--- src/rtl/aes_round_datapath.sv ---
// ---------------------------------------------------------------------------
// Module   : aes_round_datapath
// Purpose  : One registered AES-128 encryption round
//            (SubBytes, ShiftRows, MixColumns/bypass, AddRoundKey).
// Revision : 1.0 - initial release
// ---------------------------------------------------------------------------
`default_nettype none

module aes_round_datapath (
  input  logic         clock,
  input  logic         resetn,
  input  logic         in_valid,
  input  logic [127:0] state_in,
  input  logic [127:0] round_key,
  input  logic         final_round,
  output logic         out_valid,
  output logic [127:0] state_out
);

  // Forward S-box, entry 0 in the most significant byte.
  localparam logic [2047:0] c_SBOX = {
    128'h637c777bf26b6fc53001672bfed7ab76,
    128'hca82c97dfa5947f0add4a2af9ca472c0,
    128'hb7fd9326363ff7cc34a5e5f171d83115,
    128'h04c723c31896059a071280e2eb27b275,
    128'h09832c1a1b6e5aa0523bd6b329e32f84,
    128'h53d100ed20fcb15b6acbbe394a4c58cf,
    128'hd0efaafb434d338545f9027f503c9fa8,
    128'h51a3408f929d38f5bcb6da2110fff3d2,
    128'hcd0c13ec5f974417c4a77e3d645d1973,
    128'h60814fdc222a908846eeb814de5e0bdb,
    128'he0323a0a4906245cc2d3ac629195e479,
    128'he7c8376d8dd54ea96c56f4ea657aae08,
    128'hba78252e1ca6b4c6e8dd741f4bbd8b8a,
    128'h703eb5664803f60e613557b986c11d9e,
    128'he1f8981169d98e949b1e87e9ce5528df,
    128'h8ca1890dbfe6426841992d0fb054bb16
  };

  function automatic logic [7:0] sbox(input logic [7:0] v);
    // ~v == 255 - v, so this selects entry v counted from the top.
    return c_SBOX[{~v, 3'b000} +: 8];
  endfunction

  function automatic logic [7:0] xtime(input logic [7:0] a);
    return {a[6:0], 1'b0} ^ (a[7] ? 8'h1b : 8'h00);
  endfunction

  logic [7:0]   w_sub [16];
  logic [7:0]   w_sr  [16];
  logic [7:0]   w_mix [16];
  logic [127:0] w_result;

  logic         out_valid_q, out_valid_d;
  logic [127:0] state_out_q, state_out_d;

  genvar gi, gr, gc;

  generate
    for (gi = 0; gi < 16; gi++) begin : g_sub
      assign w_sub[gi] = sbox(state_in[8*gi +: 8]);
    end

    for (gc = 0; gc < 4; gc++) begin : g_sr_col
      for (gr = 0; gr < 4; gr++) begin : g_sr_row
        assign w_sr[gr + 4*gc] = w_sub[gr + 4*((gc + gr) % 4)];
      end
    end

    for (gc = 0; gc < 4; gc++) begin : g_mix
      logic [7:0] w_a0, w_a1, w_a2, w_a3;
      assign w_a0 = w_sr[4*gc + 0];
      assign w_a1 = w_sr[4*gc + 1];
      assign w_a2 = w_sr[4*gc + 2];
      assign w_a3 = w_sr[4*gc + 3];
      // 3a is written as xtime(a) ^ a.
      assign w_mix[4*gc + 0] = xtime(w_a0) ^ xtime(w_a1) ^ w_a1 ^ w_a2 ^ w_a3;
      assign w_mix[4*gc + 1] = w_a0 ^ xtime(w_a1) ^ xtime(w_a2) ^ w_a2 ^ w_a3;
      assign w_mix[4*gc + 2] = w_a0 ^ w_a1 ^ xtime(w_a2) ^ xtime(w_a3) ^ w_a3;
      assign w_mix[4*gc + 3] = xtime(w_a0) ^ w_a0 ^ w_a1 ^ w_a2 ^ xtime(w_a3);
    end

    for (gi = 0; gi < 16; gi++) begin : g_ark
      assign w_result[8*gi +: 8] = (final_round ? w_sr[gi] : w_mix[gi])
                                   ^ round_key[8*gi +: 8];
    end
  endgenerate

  always_comb begin
    state_out_d = state_out_q;
    out_valid_d = in_valid;
    if (in_valid) begin
      state_out_d = w_result;
    end
  end

  always_ff @(posedge clock or negedge resetn) begin
    if (!resetn) begin
      out_valid_q <= 1'b0;
      state_out_q <= 128'h0;
    end else begin
      out_valid_q <= out_valid_d;
      state_out_q <= state_out_d;
    end
  end

  assign out_valid = out_valid_q;
  assign state_out = state_out_q;

endmodule

`default_nettype wire

--- config.mk ---
export PLATFORM = sky130hd
export DESIGN_NAME = aes_round_datapath
export DESIGN_NICKNAME = d
export VERILOG_FILES = /design/src/rtl/aes_round_datapath.sv
export SDC_FILE = /design/constraint.sdc
export NUM_CORES = 2
export LEC_CHECK = 0
export CAP_MARGIN = 20
export CORE_ASPECT_RATIO = 1.5
export CORE_UTILIZATION = 35
export CTS_BUF_LIST = sky130_fd_sc_hd__clkbuf_16
export DETAILED_ROUTE_END_ITERATION = 6
export PLACE_DENSITY = 0.64
export SKIP_LAST_GASP = 1
export SLEW_MARGIN = 20
export SYNTH_ARGS = -nofsm -noshare
export SYNTH_HDL_FRONTEND = slang
export SYNTH_SLANG_ARGS = --single-unit
--- constraint.sdc ---
create_clock -name clock -period 1.1 [get_ports clock]
set_input_delay 0.22 -clock clock [delete_from_list [all_inputs] [get_ports clock]]
set_output_delay 0.22 -clock clock [all_outputs]
set_load 0.01 [all_outputs]
-- After elaboration in Yosys (flattened, before gate mapping)
Index checks and enable logic that the tools add are counted.
- multiplexer cells: 32
- shifts and indexed selects: 16
- bitwise gates (word level): 112
- operator list (kind ; number):
    indexed part select 2048 x 12 -> 8 bit (first input constant) ; 16
    XOR 8 bit ; 80
    two-way mux 8 bit ; 16
    NOT 8 bit ; 16
    XOR 8 x 5 -> 8 bit ; 16
    two-way mux 5 bit ; 16
- input bits: 260
- output and inout port bits: 129
- flip-flop bits (word level): 129
- word-level logic and storage cells: 162

-- Depth between registers and ports, before layout
- depth after elaboration: 10
- gate-level depth with buffers: 18

-- Worst setup path after synthesis
No wires, ideal clock.
- path type: in2reg
- start: input state_in[24]
- end: register state_out_q[49] (netlist: state_out[49])
- data arrival time: 4.071 ns
- slack: -3.096 ns
- stages: 15
- path through: buf_2 > buf_1 > inv_1 > ha_1 > nor2_1 > nor2_1 > mux4_2 > mux4_2 > a211oi_4 > xnor2_1 > xnor3_2 > xnor3_1 > mux2i_1 > xor2_1 > mux2_2
- cells in the longest elaborated chain, start to end: 8
- RTL lines (what ; RTL line ; RTL):
    from (decl) ; 13 ; input logic [127:0] state_in,
    NOT 8 bit * ; 42 ; return c_SBOX[{~v, 3'b000} +: 8];
    indexed part select 2048 x 12 -> 8 bit * ; 42 ;
    two-way mux 5 bit ; 46 ; return {a[6:0], 1'b0} ^ (a[7] ? 8'h1b : 8'h00);
    XOR 8 x 5 -> 8 bit ; 46 ;
    XOR 8 bit ; 79 ; assign w_mix[4*gc + 2] = w_a0 ^ w_a1 ^ xtime(w_a2) ^ xtime(w_a3) ^ w_a3;
    XOR 8 bit * ; 79 ;
    two-way mux 8 bit * ; 84 ; assign w_result[8*gi +: 8] = (final_round ? w_sr[gi] : w_mix[gi])
    XOR 8 bit * ; 85 ; ^ round_key[8*gi +: 8];
    to (signal assigned) ; 103 ; state_out_q <= state_out_d;
    to (decl) ; 55 ; logic [127:0] state_out_q, state_out_d;
Mark *: on every way between the ends. The rest lies on a longest branch, timed or not.
A chain may end at the register's enable or synchronous reset.

-- Worst setup path after layout
- start: input state_in[82]
- end: register state_out_q[11] (netlist: state_out[11])
- cells in the longest elaborated chain, start to end: 9
- RTL lines (what ; RTL line ; RTL):
    NOT 8 bit * ; 42 ;
    indexed part select 2048 x 12 -> 8 bit * ; 42 ;
    two-way mux 5 bit ; 46 ;
    XOR 8 x 5 -> 8 bit ; 46 ;
    XOR 8 bit ; 78 ; assign w_mix[4*gc + 1] = w_a0 ^ xtime(w_a1) ^ xtime(w_a2) ^ w_a2 ^ w_a3;
    XOR 8 bit * (2 in series) ; 78 ;
    two-way mux 8 bit * ; 84 ;
    XOR 8 bit * ; 85 ;
Marks and branches as above.

==> summary.txt <==
Critical path
  – Reg2reg setup slack: -140 ps
  – Reg2reg start: state_out[95]$_DFFE_PN0P_
  – Crit Path Max Fanout: 14
  – WP data required: 1550 ps
  – Critical path's slowest cell: o32a_4
  – Crit path top cell by count: buf_4
  – Crit path launch type: input port
  – Worst Path Buf+Inv: 5
  – Crit. End Element: register
  – RR Endpoint: state_out[95]$_DFFE_PN0P_
  – FF-to-FF path depth: 3
  – Critical path's largest stage delay: 440 ps
  – Crit Path Class: input port to register
  – Largest delay share family, worst path: compound AO/OA/AOI/OAI gates
  – CP Cell Sequence: buf_4, buf_12, buf_4, nand2b_1, o21ai_0, a221oi_1, a311oi_1, o32a_4, buf_12, buf_4, xnor2_1, xnor2_1, xnor2_2, a21oi_2, nor2_1
  – Data arrival, critical path: 3870 ps

STA
  – Final hold viol count: 0
  – Actual slew at the worst max-slew pin: 925 ps
  – RSZ-0062 raised after global routing: yes
  – Final-report max-slew violation count: 0
  – Min Tclk post-route: 3420 ps
  – Final worst slack: -2320 ps
  – Fmax: 292 MHz
  – Final setup viols: 257
  – Period utilization: 311%
  – Rel. slew slack: 37.8%
  – Clk_skew: 0 ps

Layout
  – Post-route insts no fill: 15644
  – Fill cells: 15657
  – Layout cells sized above 1: 47.4%
  – Most frequent cells in the layout: buf_4 (3730), nand2_1 (687), a21oi_1 (682)
  – Final nets: 13665
  – Layout Utilization: 62.6%
  – Area added between synthesis and finish: 77.4%
  – Commonest non-fill, non-tap cell in the layout: buf_4

Global routing
  – Gr usage total: 47.5%
  – First-pass GRT wire length: 675000 µm
  – Initial antenna violation count: 34
  – Vias in the first global route: 101917
  – Total grt overflow: 0
  – Largest net degree at the start of global routing: 51

Clock network
  – CTS buffer count: 17
  – CTS Root Cell: clkbuf_16
  – H-tree levels: 4
  – Clk_lat worst skew: 520 ps
  – Max Buffers Root-to-Sink: 2
  – CTS tree: yes
  – Clk slew on worst S/H paths: 70 ps
  – Clock sink count: 129

Status
  – Violated checks: design-rule violations, negative setup slack
  – Status: complete, but fails checks

Route
  – Detailed Routing Iterations Pass 1: 7
  – Drt wl/cell: 30.6 µm
  – Avg Vias per Cell: 6.65
  – DRT iter0 DRCs: 14241
  – DR vias: 103957
  – Residual DRC: 1
  – Routed wire length: 478000 µm
  – Post-route ant nets: 0

Floorplan
  – I/O pin total: 389
  – Die ar.: 188000 µm²
  – Die Y-Extent: 530 µm
  – CORE AREA: 184000 µm²
  – Rows: 193
  – Die Width: 354 µm
  – Initial core utilization: 35.3%

Logic synthesis
  – Syn_area_per_cell: 6.77 µm²
  – Yosys cell types: 100
  – Combinational family with the most area after synthesis: compound AO/OA/AOI/OAI gates
  – Post-synth net total: 10102
  – Synth Instances: 9616
  – Xor/xnor share of the synthesized area: 9.30%
  – Simple-gate share of the synthesized area: 25.3%
  – Async set or reset register ratio after synthesis: 100%
  – Synth Area in Adders: 4.34%
  – Synth Area in Compound Gates: 37.5%
  – Post-synth EDFFs: 0
  – Register area share after synthesis: 4.96%
  – Most used DFF post-synth: dfrtp_1
  – Post-synthesis mux area share: 10.2%
  – #FFs+latches synth: 129
  – Post-Syn Area: 65100 µm²
  – Synth Warn #: 0

Pwr
  – Pint: 53.6 mW
  – Maximum vdd drop: 0.00168 V
  – Clock share of power: 6.3%
  – Sw Pwr: 50.6 mW
  – Pwr/cell area: 902 nW/µm²
  – Sequential Power Share: 8.5%
  – Combinational share of power: 85.2%
  – Leakage: 48.9 nW
  – Sw Ratio: 48.6%

Placement
  – Final GP Congestion: 1.10
  – Place WS: -3520 ps
  – IO buf count: 388
  – Dpl cells: 15164
  – Post-DP HPWL: 357000 µm

Min path
  – Worst Hold Class: input port to register
  – WHS Path Cells: 3
  – Worst Hold End: state_out[38]$_DFFE_PN0P_
  – Hold_sp: in_valid

Flow run
  – MaxCap Viol Count: 0
==> area by class of cell <==
cell class / instances / area [µm²] / area share (%)
multi-input combinational: 8159 / 66500 / 57.6
inverter: 175 / 911 / 0.789
clock inverter: 15 / 181 / 0.157
tap: 2437 / 3050 / 2.64
sequential: 129 / 3230 / 2.80
antenna: 15 / 37.5 / 0.0325
timing repair buffer: 4697 / 41200 / 35.6
clock buffer: 17 / 425 / 0.368
==> repair_timing <==
action | in CTS | in global routing
hold buffers | 1 | 0
hold endpoints to repair | 129 | 0
pin swaps | 526 | 518
setup endpoints to repair | 257 | 257
gates resized for setup | 1446 | 839
buffers inserted | 329 | 174
cloned | 4 | 5
==> layer usage <==
layer	vias to the layer above	share of wire (%)	wire length, µm	track usage, %
met5	-	0.056	268	0.0256
met4	26	12	57000	44.6
met3	3157	11	50700	11.4
met2	8467	45	216000	78.2
met1	48879	32	154000	49.7
li1	43428	-	-	-
==> synthesized netlist by cell type (36+ instances only) <==
library cell	count	share of area, %
clkbuf_1	697	4.0
mux2_2	58	1.0
buf_1	128	0.74
nor3_1	322	2.5
a21oi_1	787	6.0
or3_1	78	0.75
and3_1	65	0.62
and2_1	93	0.89
o31ai_1	114	1.3
a311o_1	48	0.74
a31oi_1	213	2.0
a211oi_1	182	2.1
a2111oi_0	54	0.73
o22ai_1	69	0.66
a221oi_1	84	1.1
a21o_1	71	0.82
inv_1	142	0.82
nand2b_1	326	3.1
mux4_2	210	7.3
xnor2_1	400	5.4
o21ai_0	751	5.8
o311ai_0	163	2.2
o221ai_1	80	1.1
o21a_1	52	0.60
nor4_1	36	0.35
nor2_1	723	4.2
nand3b_1	42	0.48
dfrtp_1	129	5.0
o2111ai_1	48	0.65
a311oi_1	142	1.9
a211o_1	71	0.96
nand2_1	753	4.3
ha_1	226	4.3
xor2_1	206	2.8
o211ai_1	201	2.3
mux2i_1	122	1.9
nand4_1	38	0.37
o311a_1	55	0.85
buf_2	310	2.4
nor2b_1	287	2.8
nand3_1	344	2.6
nor3b_1	46	0.53
or2_2	98	0.94
==> tightest hold or removal path, cell delays in order <==
cell and delay (ps):
buf_6 130, buf_4 150, a21oi_1 60
==> kinds of logic (layout without fill, tap and decap cells) <==
family | Yosys count | in the layout
adders and majority gates | 226 | 226
and+or+nand+nor | 3318 | 3318
xor gates and xnor gates | 640 | 640
DFF | 129 | 129
buffers and inverters | 1328 | 4904
AOI/OAI and AO/OA | 3584 | 3584
other | 0 | 15
muxes | 391 | 391
==> power groups by stage <==
| stage | clock network (mW) | registers (mW) | logic (mW) |
|---|---|---|---|
| after floorplan | 0 | 8.49 | 34.8 |
| after CTS | 6.48 | 8.36 | 78.3 |
| final | 6.60 | 8.84 | 88.7 |
| after global placement | 0 | 8.33 | 69.8 |
| after detailed placement | 0 | 8.35 | 70.4 |
| after global routing | 6.70 | 8.82 | 91.2 |
==> flip-flops by register name, summed over array words and instances (netlist names) <==
register   count
state_out    128
out_valid      1
==> per-stage QoR <==
step / setup TNS, ps / area [µm²] / hold WS, ps / total power [mW]
2_1_floorplan: -259710 / 68900 / -75.6 / 43.3
3_3_place_gp: -399390 / 101000 / 139 / 78.1
3_5_place_dp: -404590 / 101000 / 144 / 78.8
4_1_cts: -312810 / 110000 / 55.7 / 93.1
5_1_grt: -336290 / 115000 / 96.8 / 107
6_report: -327810 / 115000 / 87.8 / 104
==> how the worst max path moves through the flow <==
| stage | start | endpoint | depth (start not counted) |
|---|---|---|---|
| 2_1_floorplan | state_in[25] | state_out[49]$_DFFE_PN0P_ | 14 |
| 3_3_place_gp | state_in[80] | state_out[20]$_DFFE_PN0P_ | 17 |
| 3_5_place_dp | state_in[80] | state_out[20]$_DFFE_PN0P_ | 17 |
| 4_1_cts | state_in[25] | state_out[57]$_DFFE_PN0P_ | 14 |
| 5_1_grt | state_in[82] | state_out[20]$_DFFE_PN0P_ | 18 |
| 6_report | state_in[82] | state_out[11]$_DFFE_PN0P_ | 15 |
(Power assumes the default switching activity.)
